[src/rtl/imm_ext_stage.sv]
// Registered immediate-extension stage between decode and execute.
// Optional long-immediate PREFIX support is enabled with `define IMM_PREFIX_EN.
`timescale 1ns/1ps
module imm_ext_stage #(
    parameter int DATA_W = 16,
    parameter int I_W    = 5,
    parameter int S_W    = 9,
    parameter int J_W    = 12
) (
    input  logic              clk,
    input  logic              rst_n,
    input  logic              in_valid,
    output logic              in_ready,
    input  logic [1:0]        in_fmt,
    input  logic              in_ext_op,
    input  logic [J_W-1:0]    in_field,
    input  logic              flush,
    output logic              out_valid,
    input  logic              out_ready,
    output logic [DATA_W-1:0] out_imm,
    output logic              out_pfx,
    output logic              out_err
);

    localparam int PFX_W = DATA_W - I_W;
    localparam int XW    = (DATA_W > J_W) ? DATA_W : J_W;

    localparam logic [1:0] FMT_I   = 2'b00;
    localparam logic [1:0] FMT_S   = 2'b01;
    localparam logic [1:0] FMT_PFX = 2'b11;

    if (J_W < PFX_W) begin : g_param_check
        $error("imm_ext_stage: J_W must be >= DATA_W - I_W");
    end

    // Extend the low 'width' bits of field to DATA_W; bits above 'width' are ignored.
    function automatic logic [DATA_W-1:0] extend(input logic [J_W-1:0] field,
                                                 input int width,
                                                 input logic sext);
        logic [XW-1:0]     wide;
        logic [DATA_W-1:0] res;
        logic              fill;
        wide = XW'(field);
        fill = sext & wide[width-1];
        for (int i = 0; i < DATA_W; i++) begin
            res[i] = (i < width) ? wide[i] : fill;
        end
        return res;
    endfunction

    logic              out_valid_q, out_valid_d;
    logic [DATA_W-1:0] out_imm_q, out_imm_d;
    logic              out_pfx_q, out_pfx_d;
    logic              out_err_q, out_err_d;
    logic [DATA_W-1:0] ext_imm;
    logic              accept;

`ifdef IMM_PREFIX_EN
    typedef enum logic {
        PFX_IDLE = 1'b0,
        PFX_HELD = 1'b1
    } pfx_state_e;

    pfx_state_e        state_q, state_d;
    logic [PFX_W-1:0]  pfx_reg_q, pfx_reg_d;
`endif

    assign in_ready = !out_valid_q || out_ready;
    assign accept   = in_valid && in_ready;

    always_comb begin
        ext_imm = '0;
        case (in_fmt)
            FMT_I:   ext_imm = extend(in_field, I_W, in_ext_op);
            FMT_S:   ext_imm = extend(in_field, S_W, in_ext_op);
            default: ext_imm = extend(in_field, J_W, in_ext_op);
        endcase
    end

    // Flush outranks acceptance: a same-cycle input is dropped.
    always_comb begin
        out_valid_d = out_valid_q;
        out_imm_d   = out_imm_q;
        out_pfx_d   = out_pfx_q;
        out_err_d   = out_err_q;
`ifdef IMM_PREFIX_EN
        state_d     = state_q;
        pfx_reg_d   = pfx_reg_q;
`endif
        if (flush) begin
            out_valid_d = 1'b0;
            out_pfx_d   = 1'b0;
            out_err_d   = 1'b0;
`ifdef IMM_PREFIX_EN
            state_d     = PFX_IDLE;
            pfx_reg_d   = '0;
`endif
        end else if (accept) begin
            out_valid_d = 1'b1;
            out_pfx_d   = 1'b0;
            out_err_d   = 1'b0;
            if (in_fmt == FMT_PFX) begin
                out_imm_d = '0;
`ifdef IMM_PREFIX_EN
                out_pfx_d = 1'b1;
                pfx_reg_d = in_field[PFX_W-1:0];
                state_d   = PFX_HELD;
`else
                out_err_d = 1'b1;
`endif
            end else begin
                out_imm_d = ext_imm;
`ifdef IMM_PREFIX_EN
                // A held prefix supplies the upper bits; ext_op and format width are ignored.
                if (state_q == PFX_HELD) begin
                    out_imm_d = {pfx_reg_q, in_field[I_W-1:0]};
                    state_d   = PFX_IDLE;
                end
`endif
            end
        end else if (out_ready) begin
            out_valid_d = 1'b0;
        end
    end

    always_ff @(posedge clk or negedge rst_n) begin
        if (!rst_n) begin
            out_valid_q <= 1'b0;
            out_imm_q   <= '0;
            out_pfx_q   <= 1'b0;
            out_err_q   <= 1'b0;
        end else begin
            out_valid_q <= out_valid_d;
            out_imm_q   <= out_imm_d;
            out_pfx_q   <= out_pfx_d;
            out_err_q   <= out_err_d;
        end
    end

`ifdef IMM_PREFIX_EN
    always_ff @(posedge clk or negedge rst_n) begin
        if (!rst_n) begin
            state_q   <= PFX_IDLE;
            pfx_reg_q <= '0;
        end else begin
            state_q   <= state_d;
            pfx_reg_q <= pfx_reg_d;
        end
    end
`endif

    assign out_valid = out_valid_q;
    assign out_imm   = out_imm_q;
    assign out_pfx   = out_pfx_q;
    assign out_err   = out_err_q;

endmodule
[config.mk]
export PLATFORM = sky130hd
export DESIGN_NAME = imm_ext_stage
export DESIGN_NICKNAME = d
export VERILOG_FILES = /design/src/rtl/imm_ext_stage.sv
export SDC_FILE = /design/constraint.sdc
export NUM_CORES = 1
export LEC_CHECK = 0
export CAP_MARGIN = 10
export CORE_MARGIN = 10
export CORE_UTILIZATION = 40
export CTS_BUF_LIST = sky130_fd_sc_hd__clkbuf_16
export DETAILED_ROUTE_END_ITERATION = 6
export PLACE_DENSITY = 0.79
export SYNTH_ARGS = -nofsm -noshare
export SYNTH_HDL_FRONTEND = slang
export SYNTH_SLANG_ARGS = --single-unit
[constraint.sdc]
create_clock -name clk -period 2.06 [get_ports clk]
set_input_delay 0.309 -clock clk [delete_from_list [all_inputs] [get_ports clk]]
set_output_delay 0.309 -clock clk [all_outputs]
set_load 0.1 [all_outputs]
Word-level counts from Yosys, hierarchy flattened
Index checks and enable logic that the tools add are counted.

Input bits: 20. Register bits after elaboration: 19.

Bitwise gates (word level): 4. Eq/ne operators: 2. Reduce and logical (&&, ||, !) cells: 7. Muxes and demuxes: 10.

Operator list (number): $pmux W16 S2 (1); $mux W16 (1); $mux W1 (8); $and A1 B1 Y1 (3); $reduce_bool A3 Y1 (1); $eq A2 B1 Y1 const B (1); $eq A2 B2 Y1 const B (1); $logic_not A2 Y1 (1); $reduce_and A2 Y1 (1); $reduce_bool A2 Y1 (1); $logic_and A1 B1 Y1 (1); $logic_not A1 Y1 (1); $logic_or A1 B1 Y1 (1); $not A1 Y1 (1).

Longest topological paths before layout
Gate-level depths: netlist (run 1).

Depth in word-level cells: 5. Gate-level depth with buffers: 5. Gate-level depth less buffers: 3.

Least setup slack after synthesis (run 1)
OpenSTA, ideal clock, no wires.

Kind: register -> register. Start: register out_valid_q (netlist: out_valid). End: register out_imm_q[6] (netlist: out_imm[6]). Path slack: 112 ps. Stages on the path, launching flop included: 6. Setup time: 82 ps. Data required time: 1978 ps. Data arrival time: 1866 ps. Cells stage by stage: dfrtp_1 -> nand2b_4 -> buf_6 -> buf_2 -> a21oi_1 -> a31oi_2.

Word-level cells in the longest chain between the ends: 4.

Ends and longest elaborated chain: from (decl) (RTL line 51) `logic out_valid_q, out_valid_d;`; from (signal assigned) (RTL line 133) `out_valid_q <= out_valid_d;`; $logic_not A1 Y1 (RTL line 68) `assign in_ready = !out_valid_q || out_ready;`; $logic_or A1 B1 Y1 (RTL line 68); net in_ready (RTL line 13) `output logic in_ready,`; $logic_and A1 B1 Y1 (RTL line 69) `assign accept = in_valid && in_ready;`; $reduce_and A2 Y1 (no source line); to (signal assigned) (RTL line 134) `out_imm_q <= out_imm_d;`; to (decl) (RTL line 52) `logic [DATA_W-1:0] out_imm_q, out_imm_d;`.

The timed path passes the listed nets, and every way through them passes these cells. A chain may end at the register's enable or synchronous reset.

Final worst setup path (run 1)
Start: input out_ready. End: output in_ready.

Word-level cells in the longest chain between the ends: 1.

Ends and longest elaborated chain: from (decl) (RTL line 19) `input logic out_ready,`; $logic_or A1 B1 Y1 (RTL line 68); to (decl) (RTL line 13).

No other way between the ends.

==> results of run 1 <==
[state kept, by name, summed over array words and instances (netlist names)]
register,cells
out_imm,13
out_err,1
out_valid,1
[report_power, final]
part	leakage, nW	switching, mW	internal [mW]
Clock	0.0409	0.113	0.259
Sequential	0.182	0.0274	0.338
Combinational	0.336	0.505	0.146
Total	0.559	0.645	0.743
[per-stage QoR]
step	instance area (um2)	hold slack, ns
global route	1240	0.526
floorplan	867	0.0134
detailed placement	1160	0.529
CTS	1240	0.496
finish	1240	0.473
global placement	1160	0.496
[how the worst max path moves through the flow]
stage | from | depth (start not counted) | to | slack (ns)
detailed placement | in_fmt[0] | 4 | out_imm[10]$_DFFE_PN0P_ | 0.33
global placement | in_fmt[0] | 4 | out_imm[14]$_DFFE_PN0P_ | 0.40
global route | out_ready | 3 | in_ready | 0.48
floorplan | out_valid$_DFFE_PN0P_ | 5 | out_imm[6]$_DFFE_PN0P_ | 0.11
finish | out_ready | 3 | in_ready | 0.53
CTS | out_ready | 3 | in_ready | 0.53
[layout make-up]
type | instances | area (um2) | share of cell area [%]
timing repair buffer | 39 | 353 | 28.4
clock buffer | 3 | 75.1 | 6.04
inverter | 6 | 22.5 | 1.81
clock inverter | 1 | 5.00 | 0.403
tap | 27 | 33.8 | 2.72
sequential | 15 | 375 | 30.2
multi-input combinational | 55 | 378 | 30.4
[synthesized netlist by cell type, drive strengths merged]
cell type  number  area (um2)
o22a            1        8.76
a21bo           1        10.0
conb            1        3.75
nand2          11        41.3
nand2b          1        13.8
a31oi           7        62.6
buf            11        91.3
mux2            1        11.3
nand4           6        37.5
inv             6        22.5
a21oi          10        50.1
nor2b           2        22.5
nand3b          3        38.8
and2            1        8.76
dfrtp          15         375
o21ai           5        36.3
nand3           2        10.0
a21o            3        22.5
[layer usage]
layer / share of wire (%) / GRT usage (%)
met1: 43 / 12.1
met2: 48 / 17.1
met3: 7.6 / 3.85
met4: 1.3 / 5.50
met5: 0 / 0
[logic make-up (layout without fill, tap and decap cells)]
logic type	count (synthesis)	in the layout	share of synthesized area [%]
multiplexers	1	1	1.30
AND/OR/NAND/NOR	26	26	19.9
other	1	1	0.432
buffers and inverters	17	49	13.1
flip-flops	15	15	43.3
AO/OA/AOI/OAI	27	27	21.9
==> impl_metrics.json, run 1 <==
{
  "status": "completed",
  "cts_buffers": 3,
  "overflow": 0,
  "cpLargestDelayFamily": "buffers and inverters",
  "postCtsSetupBuffers": 0,
  "rr_endpoint": "out_imm[10]$_DFFE_PN0P_",
  "worst_pin_slew_ns": 0.654,
  "drt_first_pass_iters": 4,
  "drv_slew": 0,
  "clk_latency_ns": 0.24,
  "worst-path-buf-inv": 2,
  "vias": 758,
  "rows": 16,
  "synth_nets": 107,
  "crit_slowest_cell": "clkdlybuf4s50_1",
  "io_pins": 40,
  "fin_ws_ns": 0.534,
  "cap_violations": 0,
  "cts.clk_slew.worst_paths_ns": 0.05,
  "grt_max_degree": 19,
  "drt_iter0_drc": 35,
  "dieHeight_um": 66.6,
  "path_class": "primary input to primary output",
  "r2r_cells": 3,
  "p_leak_nw": 0.559,
  "die-area_mm2": 0.00443,
  "critPathCaptureType": "primary output",
  "dp_hpwl_um": 1810,
  "htreeDepth": 1,
  "reg2reg_slack_ns": 0.94,
  "wirelength_um": 2330,
  "grt_setup_unrepaired": "no",
  "placeableCoreArea_mm2": 0.00200,
  "fillCellCount": 166,
  "finalPower_mw": 1.39,
  "cp-start-kind": "primary input",
  "cts_sinks": 15,
  "fp.dieW_um": 66.6,
  "period_minus_slack_ns": 1.53,
  "hold_buffers": 0,
  "yosysUniqueCellTypes": 25,
  "antenna_found_initial": 0,
  "ys_warn_count": 0,
  "period_share_pct": 74.1,
  "finalSetupViolations": 0,
  "diodes": 0,
  "grt_pass1_vias": 772,
  "power-per-cell-area_mw_per_mm2": 1120,
  "fin_worst_skew_ns": 0.00220,
  "cts_max_path_buffers": 2,
  "ys_seq_elements": 15,
  "portBuffers": 38,
  "r2r_start": "out_valid$_DFFE_PN0P_",
  "clock.fmax_mhz": 655,
  "drive_gt1_share_pct": 31.1,
  "syn_to_final_growth_pct": 43.3,
  "crit_arrival_ns": 1.22,
  "cts_tree": "done",
  "worstPathRequired_ns": 1.75,
  "grt_use_total_pct": 10.7,
  "cpPeakStageDelay_ns": 0.46,
  "ir_worst_vdd_mv": 0.571,
  "place_ws_ns": 0.328,
  "worstPathMaxFanout": 18,
  "ant_nets": 0,
  "avgViaCountPerCell": 5.19,
  "slew_headroom_pct": 56.2,
  "place.gp.congestion": 0.783,
  "wl_per_cell_um": 16.0,
  "hold_violations": 0,
  "finalNonFillerCells": 146,
  "cts_resized": 0,
  "grt_pass1_wl_um": 3730,
  "root_buffer": "clkbuf_16",
  "netlist_instances": 87,
  "post-place-cells": 142,
  "ys_seq_area_share_pct": 43.3,
  "initial_core_util_pct": 43.3,
  "drc_errors": 0,
  "netlist_area_um2": 867,
  "setup_tns_ns": 0,
  "path_cells": "clkdlybuf4s50_1 > nand2b_4 > buf_12",
  "mostFrequentLayoutCells": "19 x clkdlybuf4s50_1, 19 x buf_4, 15 x dfrtp_1",
  "fin_nets": 140,
  "hp-class": "primary input to asynchronous set/reset pin",
  "fin_util_pct": 62.1,
  "syn_area_per_cell_um2": 9.97
}
(Power assumes the default switching activity.)
==> run 2: changes to the inputs <==
- CORE_UTILIZATION: 40 -> 36
- PLACE_DENSITY: 0.79 -> 0.75
- clock period: 2.06 -> 1.28 ns (I/O delays scaled with it)
==> impl_metrics.json, run 2 (synthesized netlist as in run 1, its figures left out) <==
{
  "wl_per_cell_um": 16.5,
  "drt_first_pass_iters": 4,
  "dp_hpwl_um": 2120,
  "dieHeight_um": 69.1,
  "cts.clk_slew.worst_paths_ns": 0.05,
  "crit_arrival_ns": 1.07,
  "initial_core_util_pct": 38.5,
  "cts_sinks": 15,
  "cap_violations": 0,
  "seqPwrFrac_pct": 25.0,
  "vias": 795,
  "r2r_cells": 4,
  "period_minus_slack_ns": 1.26,
  "p_int_mw": 1.44,
  "drive_gt1_share_pct": 41.7,
  "cts_buffers": 3,
  "worstPathMaxFanout": 2,
  "path_class": "flop to primary output",
  "die-area_mm2": 0.00477,
  "overflow": 0,
  "drv_slew": 0,
  "hold_violations": 0,
  "grt_use_total_pct": 10.9,
  "worstPathRequired_ns": 1.09,
  "dpl_cell_area_mm2": 0.00149,
  "drt_iter0_drc": 29,
  "root_buffer": "clkbuf_16",
  "p_leak_nw": 0.700,
  "hold_buffers": 0,
  "finalSetupViolations": 0,
  "cts_max_path_buffers": 2,
  "reg2reg_slack_ns": 0.07,
  "portBuffers": 38,
  "r2r_start": "out_valid$_DFFE_PN0P_",
  "cpPeakStageDelay_ns": 0.49,
  "holdWs_ns": 0.272,
  "fp.dieW_um": 69.1,
  "grt_pass1_wl_um": 4390,
  "switchingPower_mw": 1.10,
  "wirelength_um": 2640,
  "fin_nets": 153,
  "drc_errors": 0,
  "crit_slowest_cell": "dfrtp_4",
  "status": "completed",
  "fillCellCount": 176,
  "clk_latency_ns": 0.24,
  "place_ws_ns": -0.247,
  "avgViaCountPerCell": 4.97,
  "clkPwrFrac_pct": 23.6,
  "period_share_pct": 98.4,
  "cts_tree": "done",
  "mostFrequentLayoutCells": "19 x clkdlybuf4s50_1, 19 x buf_12, 12 x dfrtp_1, 12 x buf_4, 11 x nand2_1",
  "grt_pass1_vias": 887,
  "clock.fmax_mhz": 794,
  "final_area_mm2": 0.00159,
  "placeableCoreArea_mm2": 0.00225,
  "grt_setup_unrepaired": "yes",
  "diodes": 0,
  "io_pins": 40,
  "cp-start-kind": "flop",
  "antenna_found_initial": 0,
  "rows": 17,
  "swShare_pct": 43.3,
  "largest_reg_flops": 13,
  "rr_endpoint": "out_imm[10]$_DFFE_PN0P_",
  "critPathCaptureType": "primary output",
  "place.gp.congestion": 0.806,
  "hp-class": "primary input to asynchronous set/reset pin",
  "syn_to_final_growth_pct": 83.7,
  "htreeDepth": 1,
  "p_comb_share_pct": 51.4,
  "fin_ws_ns": 0.0205,
  "fin_worst_skew_ns": 0.00282,
  "power-per-cell-area_mw_per_mm2": 1600,
  "grt_max_degree": 16,
  "path_cells": "nand2b_4 > buf_6 > buf_12",
  "ant_nets": 0,
  "ir_worst_vdd_mv": 1.02
}
==> run 2: power groups by stage <==
stage	Combinational, mW	Sequential, mW	Clock, mW
after detailed placement	1.31	0.645	0
after global routing	1.35	0.645	0.633
final	1.31	0.635	0.601
after global placement	1.29	0.644	0
after CTS	1.31	0.636	0.618
after floorplan	0.329	1.10	0
==> run 2: worst max-delay path by stage <==
stage	slack (ns)	to	from
2_1_floorplan	-0.09	out_imm[6]$_DFFE_PN0P_	out_valid$_DFFE_PN0P_
3_3_place_gp	-0.18	out_imm[6]$_DFFE_PN0P_	in_fmt[0]
3_5_place_dp	-0.25	out_imm[14]$_DFFE_PN0P_	in_fmt[0]
4_1_cts	0.001	out_imm[14]$_DFFE_PN0P_	in_fmt[0]
5_1_grt	-0.001	in_ready	out_valid$_DFFE_PN0P_
6_report	0.02	in_ready	out_valid$_DFFE_PN0P_
==> run 2: per-layer routing <==
layer / part of all wire, % / wire, um / global-route usage [%]
met2: 52 / 1380 / 18.4
met4: 1.6 / 41 / 6.21
met5: 0 / 0 / 0
met3: 3.0 / 79 / 1.14
met1: 43 / 1140 / 12.9
==> run 2: final cells by class <==
| class | instances | area (um2) | share of cell area [%] |
|---|---|---|---|
| multi-input cells | 55 | 390 | 24.5 |
| repair buffers | 52 | 683 | 42.9 |
| clock buffers | 3 | 75.1 | 4.71 |
| clock inverters | 1 | 5.00 | 0.314 |
| well taps | 28 | 35.0 | 2.20 |
| flip-flops and latches | 15 | 382 | 24.0 |
| inverters | 6 | 22.5 | 1.41 |
==> run 2: timing repair <==
item / 4_1_cts / 5_1_grt
gates resized for setup: 0 / 3
endpoints found under the setup margin: 1 / 8
hold endpoints to repair: 0 / 0
buffers inserted: 2 / 0
==> run 2: worst max-delay path: cells and delay by family, from the launching register on <==
family	cells	cell delay (ns)
flip-flops	1	0.49
buffers and inverters	2	0.25
AND/OR/NAND/NOR	1	0.08
==> run 2: per-stage QoR <==
step           total power, mW  setup TNS, ns  util [%]  instances
2_1_floorplan             1.43         -0.445         -         87
3_3_place_gp              1.93          -1.46      65.9        154
3_5_place_dp              1.95          -1.91      65.9        154
4_1_cts                   2.57              0      70.1        160
5_1_grt                   2.63       -0.00128      70.6        160
6_report                  2.54              0      70.6        160
==> run 3: changes to the inputs <==
- CORE_UTILIZATION: 36 -> 40
- PLACE_DENSITY: 0.75 -> 0.79
- clock period: 1.28 -> 1.3 ns (I/O delays scaled with it)
==> impl_metrics.json, run 3 (synthesized netlist as in run 1, its figures left out) <==
{
  "status": "completed",
  "fillCellCount": 123,
  "clock.fmax_mhz": 790,
  "cts_max_path_buffers": 2,
  "worstPathRequired_ns": 1.11,
  "fp.dieW_um": 66.6,
  "hold_buffers": 0,
  "root_buffer": "clkbuf_16",
  "grt_pass1_wl_um": 4400,
  "seq_area_um2": 382,
  "drc_errors": 0,
  "period_minus_slack_ns": 1.27,
  "initial_core_util_pct": 43.3,
  "htreeDepth": 1,
  "crit_arrival_ns": 1.07,
  "diodes": 0,
  "drv_slew": 0,
  "syn_to_final_growth_pct": 82.1,
  "fin_nets": 153,
  "dp_hpwl_um": 2120,
  "largest_reg_flops": 13,
  "p_int_mw": 1.42,
  "switchingPower_mw": 1.10,
  "p_comb_share_pct": 51.0,
  "wl_per_cell_um": 17.6,
  "dieHeight_um": 66.6,
  "swShare_pct": 43.8,
  "period_share_pct": 97.4,
  "cts.clk_slew.worst_paths_ns": 0.05,
  "fin_worst_skew_ns": 0.000901,
  "cp-startpoint": "out_valid$_DFFE_PN0P_",
  "wirelength_um": 2800,
  "mostFrequentLayoutCells": "19 x clkdlybuf4s50_1, 19 x buf_12, 14 x buf_4",
  "r2r_start": "out_valid$_DFFE_PN0P_",
  "cts_tree": "done",
  "drt_iter0_drc": 32,
  "portBuffers": 38,
  "drt_first_pass_iters": 4,
  "hp-class": "primary input to asynchronous set/reset pin",
  "vias": 846,
  "multi_input_area_um2": 385,
  "ir_worst_vdd_mv": 1.06,
  "grt_max_degree": 16,
  "cp-start-kind": "flop",
  "grt_setup_unrepaired": "no",
  "overflow": 0,
  "die-area_mm2": 0.00443,
  "holdWs_ns": 0.292,
  "p_leak_nw": 0.693,
  "clkPwrFrac_pct": 23.9,
  "drive_gt1_share_pct": 41.7,
  "antenna_found_initial": 0,
  "cts_sinks": 15,
  "avgViaCountPerCell": 5.32,
  "cap_violations": 0,
  "finalSetupViolations": 0,
  "power-per-cell-area_mw_per_mm2": 1600,
  "placeableCoreArea_mm2": 0.00200,
  "rows": 16,
  "seqPwrFrac_pct": 25.1,
  "setup_tns_ns": 0,
  "place.gp.congestion": 0.747,
  "cts_buffers": 3,
  "cts_resized": 0,
  "io_pins": 40,
  "hold_violations": 0,
  "ant_nets": 0,
  "path_class": "flop to primary output",
  "grt_use_total_pct": 13.2,
  "clk_latency_ns": 0.25,
  "worstPathMaxFanout": 2,
  "critPathCaptureType": "primary output",
  "grt_pass1_vias": 906
}
==> run 3: per-stage QoR <==
step           cell area (um2)  power (mW)  setup WS, ns  util, %  std cells
2_1_floorplan              896        1.41       -0.0740        -         87
3_3_place_gp              1480        1.90       -0.0913     74.1        153
3_5_place_dp              1480        1.92        -0.118     74.1        153
4_1_cts                   1570        2.54       0.00342     78.5        158
5_1_grt                   1580        2.59       0.00137     78.9        159
6_report                  1580        2.52        0.0338     78.9        159
==> run 3: path summary, 6_finish.rpt <==
check,to,slack [ns],depth (start not counted)
min in group clk,out_imm[2]$_DFFE_PN0P_,0.53,3
setup reg to reg,out_imm[1]$_DFFE_PN0P_,0.10,4
hold reg to reg,out_imm[8]$_DFFE_PN0P_,0.57,1
setup / recovery,in_ready,0.03,3
max in group asynchronous,out_valid$_DFFE_PN0P_,0.81,2
hold / removal,out_valid$_DFFE_PN0P_,0.29,2
==> run 3: metal layers <==
| metal | share of wire (%) | vias up | track usage, % |
|---|---|---|---|
| met4 | 2.7 | 0 | 7.85 |
| met5 | 0 | - | 0 |
| met2 | 54 | 43 | 23.1 |
| li1 | - | 391 | - |
| met3 | 7.6 | 9 | 4.18 |
| met1 | 36 | 403 | 13.3 |
==> run 3: repair_timing <==
action | CTS | global route
endpoints found under the hold margin | 0 | 0
setup buffers | 1 | 1
setup endpoints to repair | 1 | 1
==> run 3: final cells by class <==
type                            instances  share of cell area (%)
Clock buffer                            3                    4.75
Sequential cell                        15                    24.2
Tap cell                               27                    2.14
Clock inverter                          1                   0.317
Timing Repair Buffer                   52                    42.8
Multi-Input combinational cell         55                    24.4
Inverter                                6                    1.43
==> run 3: power groups by stage <==
| stage | combinational [mW] | sequential, mW | clock, mW |
|---|---|---|---|
| 4_1_cts | 1.29 | 0.634 | 0.613 |
| 5_1_grt | 1.32 | 0.641 | 0.631 |
| 2_1_floorplan | 0.324 | 1.09 | 0 |
| 3_3_place_gp | 1.27 | 0.634 | 0 |
| 3_5_place_dp | 1.28 | 0.639 | 0 |
| 6_report | 1.29 | 0.632 | 0.603 |
==> run 3: worst max-delay path, cell delays in order, from the launching register on <==
cell and delay, ns:
dfrtp_4 0.48, nand2b_4 0.07, buf_4 0.11, buf_12 0.16
